[src/rtl/spike_rate_decoder.sv]
// spike_rate_decoder
//   Counts spikes per output neuron over a programmable window of enabled
//   (execute) cycles. It then scans the counters sequentially to find the
//   most active neuron and presents the result on a valid/ready handshake.
//
//   Optional feature macro: SPIKE_DECODER_AUTORESTART_EN
//     defined   : an accepted result restarts accumulation immediately,
//                 clearing the counters and reusing the latched window.
//     undefined : an accepted result returns to IDLE, so every window
//                 needs its own start pulse.
//
// Ports
//   clk          : clock
//   reset        : asynchronous, active-high reset
//   enable       : network execute strobe; spikes are sampled only when high
//   spikes       : per-neuron spike vector from the output layer
//   window       : window length in enabled cycles (0 = 2^WINDOW_BITS),
//                  latched on start
//   start        : begin a measurement (honoured only in IDLE)
//   busy         : high whenever the block is not IDLE
//   out_valid    : result available (HOLD state)
//   out_ready    : consumer accepts the result
//   winner       : index of the neuron with the highest count
//   winner_count : count of the winner
//   tie          : another neuron has a count equal to winner_count
module spike_rate_decoder #(
  parameter int NEURONS     = 8,
  parameter int COUNT_BITS  = 8,
  parameter int WINDOW_BITS = 8
) (
  input  logic                       clk,
  input  logic                       reset,
  input  logic                       enable,
  input  logic [NEURONS-1:0]         spikes,
  input  logic [WINDOW_BITS-1:0]     window,
  input  logic                       start,
  output logic                       busy,
  output logic                       out_valid,
  input  logic                       out_ready,
  output logic [$clog2(NEURONS)-1:0] winner,
  output logic [COUNT_BITS-1:0]      winner_count,
  output logic                       tie
);

  localparam int IDX_W  = $clog2(NEURONS);
  // The scan index runs one step past the last neuron as a finalize cycle.
  localparam int SCAN_W = $clog2(NEURONS + 1);

  typedef enum logic [1:0] {IDLE, ACCUM, SCAN, HOLD} state_t;

  state_t                 state, state_nxt;
  logic [COUNT_BITS-1:0]  cnt [NEURONS];
  logic [WINDOW_BITS:0]   win_len;
  logic [WINDOW_BITS:0]   win_cnt;
  logic [SCAN_W-1:0]      scan_idx;
  logic [COUNT_BITS-1:0]  scan_cnt;
  logic                   last_sample;
  logic                   scan_done;
  logic                   xfer;
  logic                   clear_acc;

  function automatic logic [COUNT_BITS-1:0] sat_inc(
    input logic [COUNT_BITS-1:0] c,
    input logic                  inc
  );
    if (inc && (c != {COUNT_BITS{1'b1}})) return c + 1'b1;
    return c;
  endfunction

  assign last_sample = (state == ACCUM) && enable && (win_cnt == (win_len - 1'b1));
  assign scan_done   = (scan_idx == SCAN_W'(NEURONS));
  assign xfer        = out_valid && out_ready;
  assign scan_cnt    = cnt[scan_idx[IDX_W-1:0]];

`ifdef SPIKE_DECODER_AUTORESTART_EN
  assign clear_acc = ((state == IDLE) && start) || xfer;
`else
  assign clear_acc = (state == IDLE) && start;
`endif

  // State register
  always_ff @(posedge clk or posedge reset) begin
    if (reset) state <= IDLE;
    else       state <= state_nxt;
  end

  // Next-state logic
  always_comb begin
    state_nxt = state;
    case (state)
      IDLE:  if (start) state_nxt = ACCUM;
      ACCUM: if (last_sample) state_nxt = SCAN;
      SCAN:  if (scan_done) state_nxt = HOLD;
      HOLD: begin
`ifdef SPIKE_DECODER_AUTORESTART_EN
        if (xfer) state_nxt = ACCUM;
`else
        if (xfer) state_nxt = IDLE;
`endif
      end
      default: state_nxt = IDLE;
    endcase
  end

  // Output decode
  always_comb begin
    busy      = (state != IDLE);
    out_valid = (state == HOLD);
  end

  // Accumulation stage: window bookkeeping and per-neuron saturating counters
  always_ff @(posedge clk or posedge reset) begin
    if (reset) begin
      win_len <= '0;
      win_cnt <= '0;
      for (int i = 0; i < NEURONS; i++) cnt[i] <= '0;
    end else begin
      if ((state == IDLE) && start)
        win_len <= (window == '0) ? {1'b1, {WINDOW_BITS{1'b0}}} : {1'b0, window};
      if (clear_acc) begin
        win_cnt <= '0;
        for (int i = 0; i < NEURONS; i++) cnt[i] <= '0;
      end else if ((state == ACCUM) && enable) begin
        win_cnt <= win_cnt + 1'b1;
        for (int i = 0; i < NEURONS; i++) cnt[i] <= sat_inc(cnt[i], spikes[i]);
      end
    end
  end

  // Scan stage: one neuron per cycle, lowest index kept on equal counts
  always_ff @(posedge clk or posedge reset) begin
    if (reset) begin
      scan_idx     <= '0;
      winner       <= '0;
      winner_count <= '0;
      tie          <= 1'b0;
    end else if (state == SCAN) begin
      scan_idx <= scan_idx + 1'b1;
      if (!scan_done) begin
        if (scan_idx == '0) begin
          winner       <= '0;
          winner_count <= scan_cnt;
          tie          <= 1'b0;
        end else if (scan_cnt > winner_count) begin
          winner       <= scan_idx[IDX_W-1:0];
          winner_count <= scan_cnt;
          tie          <= 1'b0;
        end else if (scan_cnt == winner_count) begin
          tie          <= 1'b1;
        end
      end
    end else begin
      scan_idx <= '0;
    end
  end

endmodule
[config.mk]
export PLATFORM = sky130hd
export DESIGN_NAME = spike_rate_decoder
export DESIGN_NICKNAME = d
export VERILOG_FILES = /design/src/rtl/spike_rate_decoder.sv
export SDC_FILE = /design/constraint.sdc
export NUM_CORES = 1
export LEC_CHECK = 0
export ABC_AREA = 1
export BUFFER_PORTS_ARGS = -buffer_cell sky130_fd_sc_hd__buf_2
export CAP_MARGIN = 20
export CORE_UTILIZATION = 50
export CTS_CLUSTER_SIZE = 20
export DETAILED_ROUTE_END_ITERATION = 8
export HOLD_SLACK_MARGIN = 0.12
export PLACE_DENSITY = 0.68
export SLEW_MARGIN = 20
export SYNTH_ARGS = -nofsm -noshare
export SYNTH_HDL_FRONTEND = slang
export SYNTH_SLANG_ARGS = --single-unit
[constraint.sdc]
create_clock -name clk -period 4.3 [get_ports clk]
set_input_delay 0.86 -clock clk [delete_from_list [all_inputs] [get_ports clk]]
set_output_delay 0.86 -clock clk [all_outputs]
set_load 0.1 [all_outputs]
## Yosys cells after proc, flatten, opt, wreduce, memory -nomap -nowiden

Cells that the tools add are included.
W data, S select, Z words.

| cells by class | value |
|---|---|
| multiplexer cells | 61 |
| add/sub/neg operators | 11 |
| bitwise operators | 2 |
| magnitude comparators | 2 |
| eq/ne operators | 18 |
| reduce and logical (&&, ||, !) cells | 38 |

Operator list:

| operator | number |
|---|---|
| $mux W8 | 20 |
| $mux W64 | 2 |
| $add A8 B1 Y8 const B | 8 |
| $ne A8 B8 Y1 const B | 8 |
| $mux W1 | 27 |
| $mux W9 | 3 |
| $bmux W8 S3 | 1 |
| $reduce_bool A2 Y1 | 11 |
| $reduce_and A2 Y1 | 8 |
| $logic_and A1 B1 Y1 | 12 |
| $add A9 B1 Y9 const B | 1 |
| $eq A9 B9 Y1 | 1 |
| $sub A9 B1 Y9 const B | 1 |
| $eq A8 B8 Y1 | 1 |
| $gt A8 B8 Y1 | 1 |
| $logic_not A8 Y1 | 1 |
| $mux W2 | 4 |
| $pmux W2 S4 | 1 |
| $mux W3 | 2 |
| $ne A2 B2 Y1 const B | 3 |
| $reduce_and A3 Y1 | 2 |
| $add A4 B1 Y4 const B | 1 |
| $eq A2 B2 Y1 const B | 2 |
| $eq A4 B4 Y1 const B | 1 |
| other kinds (10) | 10 |

| storage, ports and cells | value |
|---|---|
| logic and storage cells | 147 |
| bits of input ports | 21 |
| output and inout bits | 14 |
| flip-flop bits (word level) | 100 |

## Logic depth before layout (Yosys ltp)

| depth | value |
|---|---|
| depth in word-level cells | 8 |
| depth in mapped cells | 20 |
| depth with buffers taken out | 19 |

## Least setup slack after synthesis

No wires, ideal clock.

| timing path | value |
|---|---|
| path kind | register to register |
| from | register scan_idx[0] |
| to | register winner_count[1] |
| arrival | 2280 ps |
| library setup time | 68 ps |
| path buffers | 3 |
| slack | 1953 ps |
| required time | 4232 ps |
| cell stages (with the launch flop) | 19 |
| clock period less this slack | 2347 ps |
| path through | dfrtp_1 > buf_4 > buf_2 > a21oi_1 > o21ai_0 > nand2_1 > nor2_1 > a31oi_1 > ha_1 > a21oi_1 > o21ai_0 > nand2_1 > nand3_1 > nand2_1 > nand2_1 > nand2_1 > buf_2 > nand2_1 > nand2_1 |

| on the way | value |
|---|---|
| word-level cells in the longest chain between the ends | 7 |
| elaborated cells on any way between the ends | 12 |
| classes of those cells | order compare: 1; eq/ne: 1; mux: 5; bitwise: 2; reduce/logical: 3 |

Ends and longest elaborated chain:

| item | RTL line | text |
|---|---|---|
| start: declaration | 55 | `logic [SCAN_W-1:0] scan_idx;` |
| start signal: assignment | 138 | `scan_idx <= scan_idx + 1'b1;` |
| $not A3 Y4 (implied by the code) | 73 | `assign scan_cnt = cnt[scan_idx[IDX_W-1:0]];` |
| $bmux W8 S3 | 73 |  |
| $mux W8 (implied by the code) (2 in series) | 73 |  |
| named net scan_cnt[3] | 56 | `logic [COUNT_BITS-1:0] scan_cnt;` |
| $gt A8 B8 Y1 | 144 | `end else if (scan_cnt > winner_count) begin` |
| $reduce_bool A2 Y1 (no line) | - |  |
| $reduce_and A3 Y1 (no line) | - |  |
| end signal: assignment | 142 | `winner_count <= scan_cnt;` |
| end signal: assignment | 146 | `winner_count <= scan_cnt;` |
| end: declaration | 41 | `output logic [COUNT_BITS-1:0] winner_count,` |

The timed path passes the listed nets, and every way through them passes these cells. The select of a mux whose other input is x is not followed.
A chain may end at the register's enable or synchronous reset.

## Final worst setup path

| timing path | value |
|---|---|
| from | register scan_idx[1] |
| to | register winner_count[6] |

Same word-level chain as after synthesis.

==> qor.yml <==
status: "complete, no violations"
crit_fanout: 20
fin_crit_ns: 3.50
synth.avg_cell_area_sq_um: 7.46
insertedDiodeCount: 0
r2r.worst_path.cells: 17
cts_tree: "yes"
antenna_found_initial: 0
grt_overflow_total: 0
ant_nets: 0
synth-xor-area-share: 0.0254
use_met2: 0.414
setup_violations: 0
io_pins: 35
grt_max_degree: 84
mappedNetlistNets: 878
cp_data_required_time_ns: 4.54
post-route-period-util: 0.815
drv_slew: 0
n_fill_cell: 1129
startpoint: "scan_idx[1]$_DFF_PP0_"
initial_core_util: 0.515
yosys.area.top_type: "dfrtp_1"
setup.worst_path.class: "flop to flop"
worst_pin_slew_ns: 0.769
synth_fa_ha_area_frac: 0.0504
die_x_microns: 113
clk_pin_slew_worst_paths_ns: 0.07
max-vdd-ir-drop_uv: 297
synth_edf_count: 0
cts-root-buf: "clkbuf_16"
crit_chain: "inv_2 -> a21oi_1 -> o21ai_1 -> nand2_1 -> nor2_1 -> a31oi_1 -> ha_1 -> a21oi_1 -> o21ai_0 -> nand2_1 -> nand3_1 -> nand2_1 -> nand2_1 -> nand2_1 -> inv_1 -> nand2_1 -> nand2_1"
synth.distinct_cells: 38
critPathCaptureType: "flop"
syn_inst: 832
vias: 5557
timing.rr.start: "scan_idx[1]$_DFF_PP0_"
met3_usage: 0.0569
syn_area_sq_um: 6210
hold_buffers: 0
final_nets: 903
die_h_microns: 113
rsz0062_at_grt: "no"
crit_slowest_cell: "dfrtp_1"
mostFrequentLayoutCells: "nand2_1, dfrtp_1, inv_1"
cp_slowest_stage_delay_ns: 0.76
drive_above_1_share: 0.121
syn_to_final_growth_pct: 9.74
regArea_sq_um: 2500
post_cts_resized: 0
clock_path_buffers: 2
ys_ff_latch: 100
maxCapViolations: 0
postCtsSetupBuffers: 0
synth_compound_area_frac: 0.161
max_freq_mhz: 285
yosysTopAreaCellShare: 0.403
core_area_sq_um: 12100
grtUsageMet1: 0.330
cts_sinks: 100
power_density_nw_per_um2: 625
critPathCapture: "winner_count[6]$_DFFE_PP0P_"
final_area_sq_um: 6810
synth-simple-area-share: 0.266
multi_input_area_sq_um: 3120
routed_via_density: 5.40
clock_latency_ns: 0.35
synth_ff_type: "dfrtp_1"
die_area_sq_um: 12900
synthTopCellsByArea: "dfrtp_1, nand2_1, inv_1"
place_area_sq_um: 6490
h-tree-depth: 3
cp_common_cell: "nand2_1"
hpwl_microns: 10900
fin_tns_setup_ns: 0
place_congestion: 0.851
skew_ns: 0.00567
routed_wl_microns: 14700
yosys_warnings: 0
drc: 0
timing.slew.headroom: 0.488
yosysSeqAreaShare: 0.403
r2r-end: "winner_count[6]$_DFFE_PP0P_"
rows: 40
arrival_ns: 3.74
hold_viol_final: 0
drt-initial-drc-count: 405
r2r_slack_ns: 0.80
async_flop_share: 1.00
io_buffers: 34
holdCritPathClass: "flop to flop"
grt_pass1_wl_microns: 25000
critPathLaunchType: "flop"
grt_usage: 0.249
leakage_nw: 3.20
cts_buffers: 9
wl_per_cell_microns: 14.3
grt_pass1_vias: 5242
dr.pass1.iters: 5
synth_top_family_by_area: "simple AND/OR/NAND/NOR gates"
final_common_cell: "nand2_1"
busiest_layer: "met2"
synthMuxAreaShare: 0
==> final cells by class <==
class,count,area share
well taps,168,0.0309
clock inverters,4,0.0107
clock buffers,12,0.0362
inverters,118,0.0661
repair buffers,39,0.0305
multi-input cells,589,0.458
flip-flops and latches,100,0.367
==> power breakdown <==
part	internal, mW	switching (mW)	total, mW
Sequential	1.15	0.233	1.39
Clock	0.526	0.357	0.882
Combinational	0.562	1.43	1.99
==> stage by stage <==
step           instances  total power, mW  setup WS (ns)  hold WS (ns)  utilization
6_report            1030             4.26          0.796         0.491        0.565
3_5_place_dp        1014             3.38          0.909         0.478        0.538
3_3_place_gp        1014             3.33           1.06         0.468        0.538
5_1_grt             1030             4.60          0.462         0.521        0.565
4_1_cts             1030             4.26          0.878         0.494        0.564
2_1_floorplan        832             2.97          0.821         0.490            -
==> flip-flops by register name (all words and copies together) (netlist names) <==
name / flops
winner_count: 8
scan_idx: 4
cnt: 64
tie: 1
state: 2
winner: 3
win_cnt: 9
win_len: 9
==> worst max-delay path, delay by kind of cell, from the launching register on <==
family	cells	cell delay [ns]
buf+inv	2	0.53
compound gates	5	0.84
simple gates	9	0.91
fa+ha+maj	1	0.33
flops	1	0.76
==> routing by layer <==
layer | up-vias | wire [microns]
met5 | - | 0
met4 | 0 | 232
met3 | 18 | 624
met2 | 111 | 6910
met1 | 2631 | 6960
li1 | 2797 | -
==> cell usage after synthesis, types with 5 or more instances <==
| master | number |
|---|---|
| dfrtp_1 | 100 |
| a31oi_1 | 9 |
| o21ai_1 | 36 |
| o21ai_0 | 66 |
| nand3_2 | 7 |
| nand3_1 | 60 |
| nand2_1 | 164 |
| inv_1 | 99 |
| nor3_2 | 9 |
| nand4_1 | 17 |
| nor3_1 | 16 |
| ha_1 | 25 |
| buf_2 | 13 |
| nand2_2 | 5 |
| clkbuf_1 | 5 |
| a21oi_1 | 62 |
| xor2_1 | 16 |
| inv_2 | 16 |
| o31ai_1 | 5 |
| nor2_1 | 70 |
==> how the worst min path moves through the flow <==
| stage | start | to | slack (ns) | cells after the start |
|---|---|---|---|---|
| final | winner[0]$_DFFE_PP0P_ | winner[0]$_DFFE_PP0P_ | 0.49 | 2 |
| after detailed placement | winner[0]$_DFFE_PP0P_ | winner[0]$_DFFE_PP0P_ | 0.48 | 2 |
| after global placement | winner[1]$_DFFE_PP0P_ | winner[1]$_DFFE_PP0P_ | 0.47 | 2 |
| after CTS | winner[0]$_DFFE_PP0P_ | winner[0]$_DFFE_PP0P_ | 0.49 | 2 |
| after global routing | winner[1]$_DFFE_PP0P_ | winner[1]$_DFFE_PP0P_ | 0.52 | 2 |
| after floorplan | state[1]$_DFFE_PP0P_ | state[1]$_DFFE_PP0P_ | 0.49 | 2 |
==> kinds of logic after synthesis <==
kind of cell               count (synthesis)
AOI/OAI and AO/OA                        188
xor gates and xnor gates                  18
adders and majority gates                 25
buffers and inverters                    143
DFF                                      100
and+or+nand+nor                          358
(Power assumes the default switching activity.)
